**src/rtl/instr_fetch.sv**
```systemverilog
// Instruction fetch stage: req/ack fetch toward instruction memory, a small
// PC-tagged prefetch FIFO, and a pre-split head entry presented to ID.
module instr_fetch #(
    parameter int                  PC_WIDTH   = 32,
    parameter logic [PC_WIDTH-1:0] RESET_PC   = '0,
    parameter int                  FIFO_DEPTH = 2
) (
    input  logic                clk_i,
    input  logic                rst_i,
    output logic                imem_req_o,
    output logic [PC_WIDTH-1:0] imem_addr_o,
    input  logic                imem_ack_i,
    input  logic [31:0]         imem_rdata_i,
    input  logic                redirect_i,
    input  logic [PC_WIDTH-1:0] redirect_pc_i,
    input  logic                stall_i,
    output logic                instr_valid_o,
    output logic [31:0]         instr_o,
    output logic [PC_WIDTH-1:0] instr_pc_o,
    output logic [6:0]          opcode_o,
    output logic [2:0]          funct3_o,
    output logic [6:0]          funct7_o
);

    localparam int               PTR_W    = (FIFO_DEPTH > 1) ? $clog2(FIFO_DEPTH) : 1;
    localparam int               CNT_W    = $clog2(FIFO_DEPTH + 1);
    localparam logic [CNT_W-1:0] FULL_CNT = CNT_W'(FIFO_DEPTH);

    logic [PC_WIDTH-1:0] r_fetch_pc;
    logic [PTR_W-1:0]    r_rd_ptr;
    logic [PTR_W-1:0]    r_wr_ptr;
    logic [CNT_W-1:0]    r_count;
    logic [CNT_W-1:0]    w_count_next;
    logic [PC_WIDTH-1:0] r_mem_pc    [FIFO_DEPTH];
    logic [31:0]         r_mem_instr [FIFO_DEPTH];

    logic                w_full;
    logic                w_push;
    logic                w_pop;
    logic                w_valid;
    logic [FIFO_DEPTH-1:0] w_we;

    // Request only when there is room; redirect and reset suppress it so a
    // same-cycle ack can never push a stale word.
    assign w_full      = (r_count == FULL_CNT);
    assign imem_req_o  = !rst_i && !redirect_i && !w_full;
    assign imem_addr_o = r_fetch_pc;
    assign w_push      = imem_req_o && imem_ack_i;

    // Valid is gated by reset so the outputs are quiet during the reset cycle.
    assign w_valid = (r_count != '0) && !rst_i;
    assign w_pop   = w_valid && !stall_i && !redirect_i;

    // Per-slot write enables decoded from the write pointer.
    genvar gi;
    generate
        for (gi = 0; gi < FIFO_DEPTH; gi++) begin : g_we
            assign w_we[gi] = w_push && (r_wr_ptr == PTR_W'(gi));
        end
    endgenerate

    // Occupancy update: simultaneous push and pop keeps the count unchanged.
    always_comb begin
        w_count_next = r_count;
        case ({w_push, w_pop})
            2'b10:   w_count_next = r_count + CNT_W'(1);
            2'b01:   w_count_next = r_count - CNT_W'(1);
            default: w_count_next = r_count;
        endcase
    end

    // Fetch PC, pointers and count; reset beats redirect, redirect beats push/pop.
    always_ff @(posedge clk_i) begin
        if (rst_i) begin
            r_fetch_pc <= RESET_PC;
            r_rd_ptr   <= '0;
            r_wr_ptr   <= '0;
            r_count    <= '0;
        end else if (redirect_i) begin
            r_fetch_pc <= {redirect_pc_i[PC_WIDTH-1:2], 2'b00};
            r_rd_ptr   <= '0;
            r_wr_ptr   <= '0;
            r_count    <= '0;
        end else begin
            if (w_push) begin
                r_fetch_pc <= r_fetch_pc + PC_WIDTH'(4);
                r_wr_ptr   <= r_wr_ptr + PTR_W'(1);
            end
            if (w_pop) begin
                r_rd_ptr <= r_rd_ptr + PTR_W'(1);
            end
            r_count <= w_count_next;
        end
    end

    // Storage: returned word tagged with the address it was fetched from.
    always_ff @(posedge clk_i) begin
        for (int i = 0; i < FIFO_DEPTH; i++) begin
            if (w_we[i]) begin
                r_mem_pc[i]    <= r_fetch_pc;
                r_mem_instr[i] <= imem_rdata_i;
            end
        end
    end

    // Head entry is forced to zero whenever nothing valid is presented.
    assign instr_o    = w_valid ? r_mem_instr[r_rd_ptr] : 32'h0;
    assign instr_pc_o = w_valid ? r_mem_pc[r_rd_ptr]    : '0;
    assign opcode_o   = instr_o[6:0];
    assign funct3_o   = instr_o[14:12];
    assign funct7_o   = instr_o[31:25];
    assign instr_valid_o = w_valid;

endmodule

```
**config.mk**
```make
export PLATFORM = sky130hd
export DESIGN_NAME = instr_fetch
export DESIGN_NICKNAME = d
export VERILOG_FILES = /design/src/rtl/instr_fetch.sv
export SDC_FILE = /design/constraint.sdc
export NUM_CORES = 1
export LEC_CHECK = 0
export CAP_MARGIN = 10
export CORE_MARGIN = 4
export CORE_UTILIZATION = 40
export DETAILED_ROUTE_END_ITERATION = 10
export PLACE_DENSITY = 0.66
export SETUP_SLACK_MARGIN = 0.2
export SKIP_LAST_GASP = 1
export SLEW_MARGIN = 30
export SYNTH_ARGS = -nofsm -noshare
export SYNTH_HDL_FRONTEND = slang
export SYNTH_SLANG_ARGS = --single-unit
```
**constraint.sdc**
```tcl
create_clock -name clk_i -period 5.2 [get_ports clk_i]
set_input_delay 0.52 -clock clk_i [delete_from_list [all_inputs] [get_ports clk_i]]
set_output_delay 0.52 -clock clk_i [all_outputs]
set_load 0.02 [all_outputs]
```
==> results.py, run 1 <==
metrics = {
    "route": {
        "vias_per_cell": 5.02,
        "detail_route.first_pass.iterations": 4,
        "num_vias": 4621,
        "wl_per_cell_um": 17.2,
        "wl_um": 15800,
        "drt_iter0_drc": 298,
        "ant_nets": 0,
        "drc": 0,
    },
    "pwr": {
        "ir_drop_v": 0.000216,
        "total_power_w": 0.00295,
        "power_leakage_nw": 2.94,
        "power_density_nw_per_um2": 317,
    },
    "synthesis": {
        "syn_area_um2": 6770,
        "synth.avg_cell_area_um2": 12.8,
        "synth_area_leaders": "edfxtp_1 55%, dfxtp_1 10%, mux2i_1 9.3%",
        "netlist.area_leader.share": 0.550,
        "synth_ff_type": "edfxtp_1",
        "syn_inst": 529,
        "synth_warnings": 0,
        "synth_top_area_cell": "edfxtp_1",
        "synthDistinctLibCells": 46,
        "synth_edf_count": 124,
        "synth_seq_cells": 159,
        "async_flop_share": 0,
        "synth.yosys.seq_area_share": 0.653,
    },
    "critical_path": {
        "r2r_start": "r_count[0]",
        "critPathKind": "reg -> out",
        "cp.required_ns": 4.68,
        "ff2ff_path_depth": 6,
        "end_kind": "output port",
        "r2r_slack_ns": 2.50,
        "r2r-end": "r_mem_pc[0][16]",
        "crit_fanout": 33,
        "start_kind": "flop",
        "arrival_ns": 2.63,
    },
    "cts": {
        "post-cts-setup-buffers": 0,
        "cts_sinks": 159,
        "clkSlewWorstSetupHoldPaths_ns": 0.06,
        "cts_buffers": 17,
        "htree_levels": 4,
        "ctsResizeCount": 0,
        "tritoncts": "done",
        "cts_hold_buf": 0,
        "clock_tree.root_cell": "clkbuf_16",
        "clock_path_buffers": 2,
        "worstSkewPairLatency_ns": 0.42,
    },
    "timing": {
        "final-hold-violation-count": 0,
        "setup_viol_count_final": 0,
        "slew_headroom": 0.367,
        "min_period_ns": 3.15,
        "slew_violations": 0,
        "clock_skew_ns": 0.0100,
        "fin_crit_sh": 0.607,
        "worst_pin_slew_ns": 0.949,
        "tns_ns": 0,
        "fmax_mhz": 317,
        "rsz0062_at_grt": "no",
    },
    "cells_and_area": {
        "nets": 757,
        "drive_gt1_frac": 0.0701,
        "syn2layout_area_growth_pct": 37.0,
        "finalCoreUtilization": 0.560,
    },
    "die": {
        "core_um2": 16600,
        "dieArea_um2": 19100,
        "top_level_ports": 184,
        "die_w_um": 138,
        "start_util": 0.408,
        "die_h_um": 138,
        "rows": 47,
    },
    "grt": {
        "grt_pass1_wl_um": 25300,
        "grt_pass1_vias": 4798,
        "grt_start_max_net_pins": 63,
        "grt-ovfl-total": 0,
        "grtUsageTotal": 0.165,
        "antenna_found_initial": 2,
    },
    "min_path": {
        "holdPathStages": 2,
        "holdCritPathClass": "reg -> reg",
        "min_from": "r_rd_ptr",
    },
    "status": {
        "status": "finished, final reports clean",
    },
    "placed_design": {
        "dp_hpwl_um": 10600,
        "place_congestion": 0.791,
        "port_buffers": 177,
    },
    "job": {
        "cap_violations": 0,
    },
}
-- placed cells by master, fill, tap and decap left out, drive strengths merged, types with 11 or more instances in the layout --
cell type,synthesis,layout
clkbuf,19,18
clkdlybuf4s50,0,177
mux2i,63,63
dfxtp,35,35
edfxtp,124,124
nand4,11,11
nor3,11,11
xnor2,18,18
a211oi,12,12
nand2,25,25
nand3,15,15
nor2,89,89
-- where the power goes --
part	internal [W]	total (W)	switching [W]
logic	0.000107	0.000206	0.0000982
clock network	0.000804	0.00130	0.000492
registers	0.00141	0.00145	0.0000380
total	0.00232	0.00295	0.000628
-- logic make-up after synthesis --
group,Yosys count,share of synthesized area
buffers and inverters,56,0.0440
other,1,0.000554
XOR/XNOR,26,0.0336
AND/OR/NAND/NOR,177,0.127
AO/OA/AOI/OAI,45,0.0451
flip-flops,159,0.653
adder cells (fa/ha/maj),2,0.00369
multiplexers,63,0.0931
-- cell usage after synthesis (2+ instances only) --
cell      count
nor2_1       89
and4_1        2
nor4_4        2
o21bai_1      2
o21ai_0       5
mux2i_1      63
a311oi_1      4
ha_1          2
buf_1         6
or4_4         2
nand2_1      25
xnor2_1      18
dfxtp_1      35
inv_1         8
clkbuf_1     19
a211oi_1     11
and2_1        5
nand4_1      11
xor2_1        8
nor3_1       11
or3_1         4
o22ai_1       3
edfxtp_1    124
a21oi_1       9
buf_4        21
nor4_1        3
or4_1         2
nand3_1      14
a31oi_1       4
-- flip-flops by register name (all words and copies together), names as in the netlist, named ones only --
register,count
r_rd_ptr,1
imem_addr_o,30
r_count,2
r_mem_instr,64
r_mem_pc,60
r_wr_ptr,1
-- cell type report --
class,count,area [um^2]
antenna,1,2.50
clock buffer,18,429
clock inverter,14,191
fill,1401,7300
inverter,8,30.0
multi-input combinational,317,2080
sequential,159,4430
tap,220,275
timing repair buffer,183,1840
-- critical path, stage by stage (launching register included) --
cell,delay (ns)
dfxtp_1,0.37
o21bai_4,0.66
buf_4,0.47
nor2_1,0.12
clkdlybuf4s50_1,0.56
-- per-stage QoR --
| step | instance area, um^2 | cells | setup slack, ns | hold WS (ns) |
|---|---|---|---|---|
| floorplan | 6780 | 532 | 0.815 | 0.480 |
| global placement | 8640 | 886 | 1.97 | 0.498 |
| detailed placement | 8660 | 887 | 1.95 | 0.508 |
| CTS | 9280 | 919 | 1.95 | 0.529 |
| global route | 9280 | 920 | 1.86 | 0.561 |
| finish | 9280 | 920 | 2.05 | 0.530 |
-- per-layer routing --
layer / global-route usage / wire length, um
met4: 0.0593 / 299
met3: 0.0490 / 1010
met2: 0.268 / 7270
met1: 0.213 / 7200
met5: 0 / 20
-- worst max-delay path by stage --
stage,start,end,cells after the start
floorplan,rst_i,r_mem_instr[0][0],5
global placement,rst_i,r_mem_pc[0][14],7
detailed placement,rst_i,r_mem_pc[0][14],7
CTS,r_count[1],funct7_o[0],4
global route,r_count[0],instr_pc_o[13],4
finish,r_count[1],instr_pc_o[13],4
(Power assumes the default switching activity.)
==> run 2: changes to the inputs <==
- clock period: 5.2 -> 3.05 ns (I/O delays scaled with it)
==> results.py, run 2 (synthesis gave the netlist of run 1 again) <==
metrics = {
    "status": {
        "status": "finished, final reports clean",
    },
    "timing": {
        "fin_crit_sh": 0.856,
        "min_period_ns": 2.61,
        "slew_violations": 0,
        "worst_pin_slew_ns": 0.683,
        "setup_viol_count_final": 0,
        "fmax_mhz": 383,
        "tns_ns": 0,
        "final-hold-violation-count": 0,
        "clock_skew_ns": 0.00594,
        "rsz0062_at_grt": "no",
        "slew_headroom": 0.540,
    },
    "die": {
        "core_um2": 16600,
        "die_w_um": 138,
        "rows": 47,
        "top_level_ports": 184,
        "dieArea_um2": 19100,
        "start_util": 0.408,
        "die_h_um": 138,
    },
    "cts": {
        "htree_levels": 4,
        "cts_sinks": 159,
        "worstSkewPairLatency_ns": 0.42,
        "cts_hold_buf": 0,
        "tritoncts": "done",
        "ctsResizeCount": 0,
        "clock_tree.root_cell": "clkbuf_16",
        "clkSlewWorstSetupHoldPaths_ns": 0.07,
        "cts_buffers": 17,
        "clock_path_buffers": 2,
        "post-cts-setup-buffers": 0,
    },
    "pwr": {
        "p_sw_w": 0.00112,
        "seqPwrFrac": 0.481,
        "ir_drop_v": 0.000350,
        "clock_power_share": 0.448,
        "power_leakage_nw": 3.02,
        "combPwrFrac": 0.071,
        "power_density_nw_per_um2": 544,
        "intPower_w": 0.00400,
        "swShare": 0.218,
    },
    "route": {
        "ant_nets": 0,
        "vias_per_cell": 5.08,
        "detail_route.first_pass.iterations": 4,
        "wl_per_cell_um": 17.6,
        "num_vias": 4713,
        "drc": 0,
        "drt_iter0_drc": 315,
        "wl_um": 16300,
    },
    "placed_design": {
        "dp_hpwl_um": 11200,
        "place_congestion": 0.839,
        "port_buffers": 177,
    },
    "grt": {
        "grtUsageTotal": 0.170,
        "antenna_found_initial": 1,
        "grt_start_max_net_pins": 52,
        "grt_pass1_wl_um": 26100,
        "grt-ovfl-total": 0,
        "grt_pass1_vias": 4917,
    },
    "critical_path": {
        "r2r_slack_ns": 0.77,
        "arrival_ns": 2.31,
        "critPathKind": "reg -> out",
        "crit_fanout": 22,
        "cp.required_ns": 2.74,
        "r2r-end": "imem_addr_o[29]",
        "start_kind": "flop",
        "end_kind": "output port",
        "endpoint": "instr_pc_o[17]",
        "r2r_start": "imem_addr_o[4]",
        "ff2ff_path_depth": 5,
    },
    "cells_and_area": {
        "antennaDiodeCount": 0,
        "drive_gt1_frac": 0.0820,
        "layout_common_cells": "177 x clkdlybuf4s50_1, 124 x edfxtp_1, 88 x nor2_1, 63 x mux2i_1, 34 x dfxtp_1",
        "largest_register": "r_mem_instr",
        "largest_reg_flops": 64,
        "finalCoreUtilization": 0.568,
        "fillers": 1378,
        "seqCellArea_um2": 4430,
        "final_common_cell": "clkdlybuf4s50_1",
        "syn2layout_area_growth_pct": 39.0,
        "multi_input_area_um2": 2080,
        "nets": 765,
    },
    "job": {
        "cap_violations": 0,
    },
    "min_path": {
        "holdPathStages": 1,
        "holdCritPathClass": "in -> reg",
        "min_from": "imem_rdata_i[18]",
    },
}
-- run 2: cell count changes in the layout (fill, tap and decap cells not counted) --
cell        delta
buf_12         +4
buf_4          +4
clkinv_4       -1
inv_8          +2
clkbuf_8       +1
diode_2        -1
inv_6          +2
clkinv_2       -2
and2_4         -1
and2_2         +1
clkbuf_1       -1
clkinvlp_4     -1
-- run 2: worst max-delay path: stages (launching register included) --
cell and delay, ns:
dfxtp_4 0.62, buf_4 0.35, mux2i_1 0.11, nor2_1 0.16, clkdlybuf4s50_1 0.64
-- run 2: cell type report --
type                    count  area share
repair buffers            191       0.207
inverters                   8     0.00319
well taps                 220      0.0292
multi-input cells         317       0.221
clock buffers              18      0.0467
clock inverters            14      0.0218
flip-flops and latches    159       0.470
-- run 2: power by group through the flow --
| stage | registers [W] | clock network, W | logic (W) |
|---|---|---|---|
| after global placement | 0.00251 | 0 | 0.000356 |
| final | 0.00246 | 0.00229 | 0.000362 |
| after global routing | 0.00247 | 0.00244 | 0.000389 |
| after CTS | 0.00246 | 0.00234 | 0.000365 |
| after detailed placement | 0.00251 | 0 | 0.000363 |
| after floorplan | 0.00252 | 0 | 0.000131 |
-- run 2: stage by stage --
stage / instances / setup WS, ns / cell area (um^2) / total power [W] / hold WS (ns)
detailed placement: 895 / 0.355 / 8770 / 0.00287 / 0.503
finish: 927 / 0.438 / 9410 / 0.00512 / 0.463
global route: 927 / 0.289 / 9410 / 0.00530 / 0.450
global placement: 895 / 0.412 / 8770 / 0.00286 / 0.499
floorplan: 532 / 0.506 / 6790 / 0.00265 / 0.404
CTS: 927 / 0.370 / 9410 / 0.00517 / 0.443
-- run 2: routing by layer --
layer  up-vias  GRT usage  share of wire
met2       188      0.278           0.47
met1      2252      0.218           0.44
met4         2     0.0520          0.013
li1       2247          -              -
met3        24     0.0539          0.079
met5         -          0        0.00080
-- run 2: worst min-delay path by stage --
stage	end	slack, ns
2_1_floorplan	r_mem_instr[0][0]	0.40
3_3_place_gp	r_rd_ptr	0.50
3_5_place_dp	flop	0.50
4_1_cts	imem_addr_o[20]	0.44
5_1_grt	r_mem_instr[0][27]	0.45
6_report	r_mem_instr[0][18]	0.46
==> run 3: changes to the inputs <==
- GPL_ROUTABILITY_DRIVEN: unset -> 0
==> results of run 3 <==
No change in the layout: final DEF, timing and power equal those of run 2.
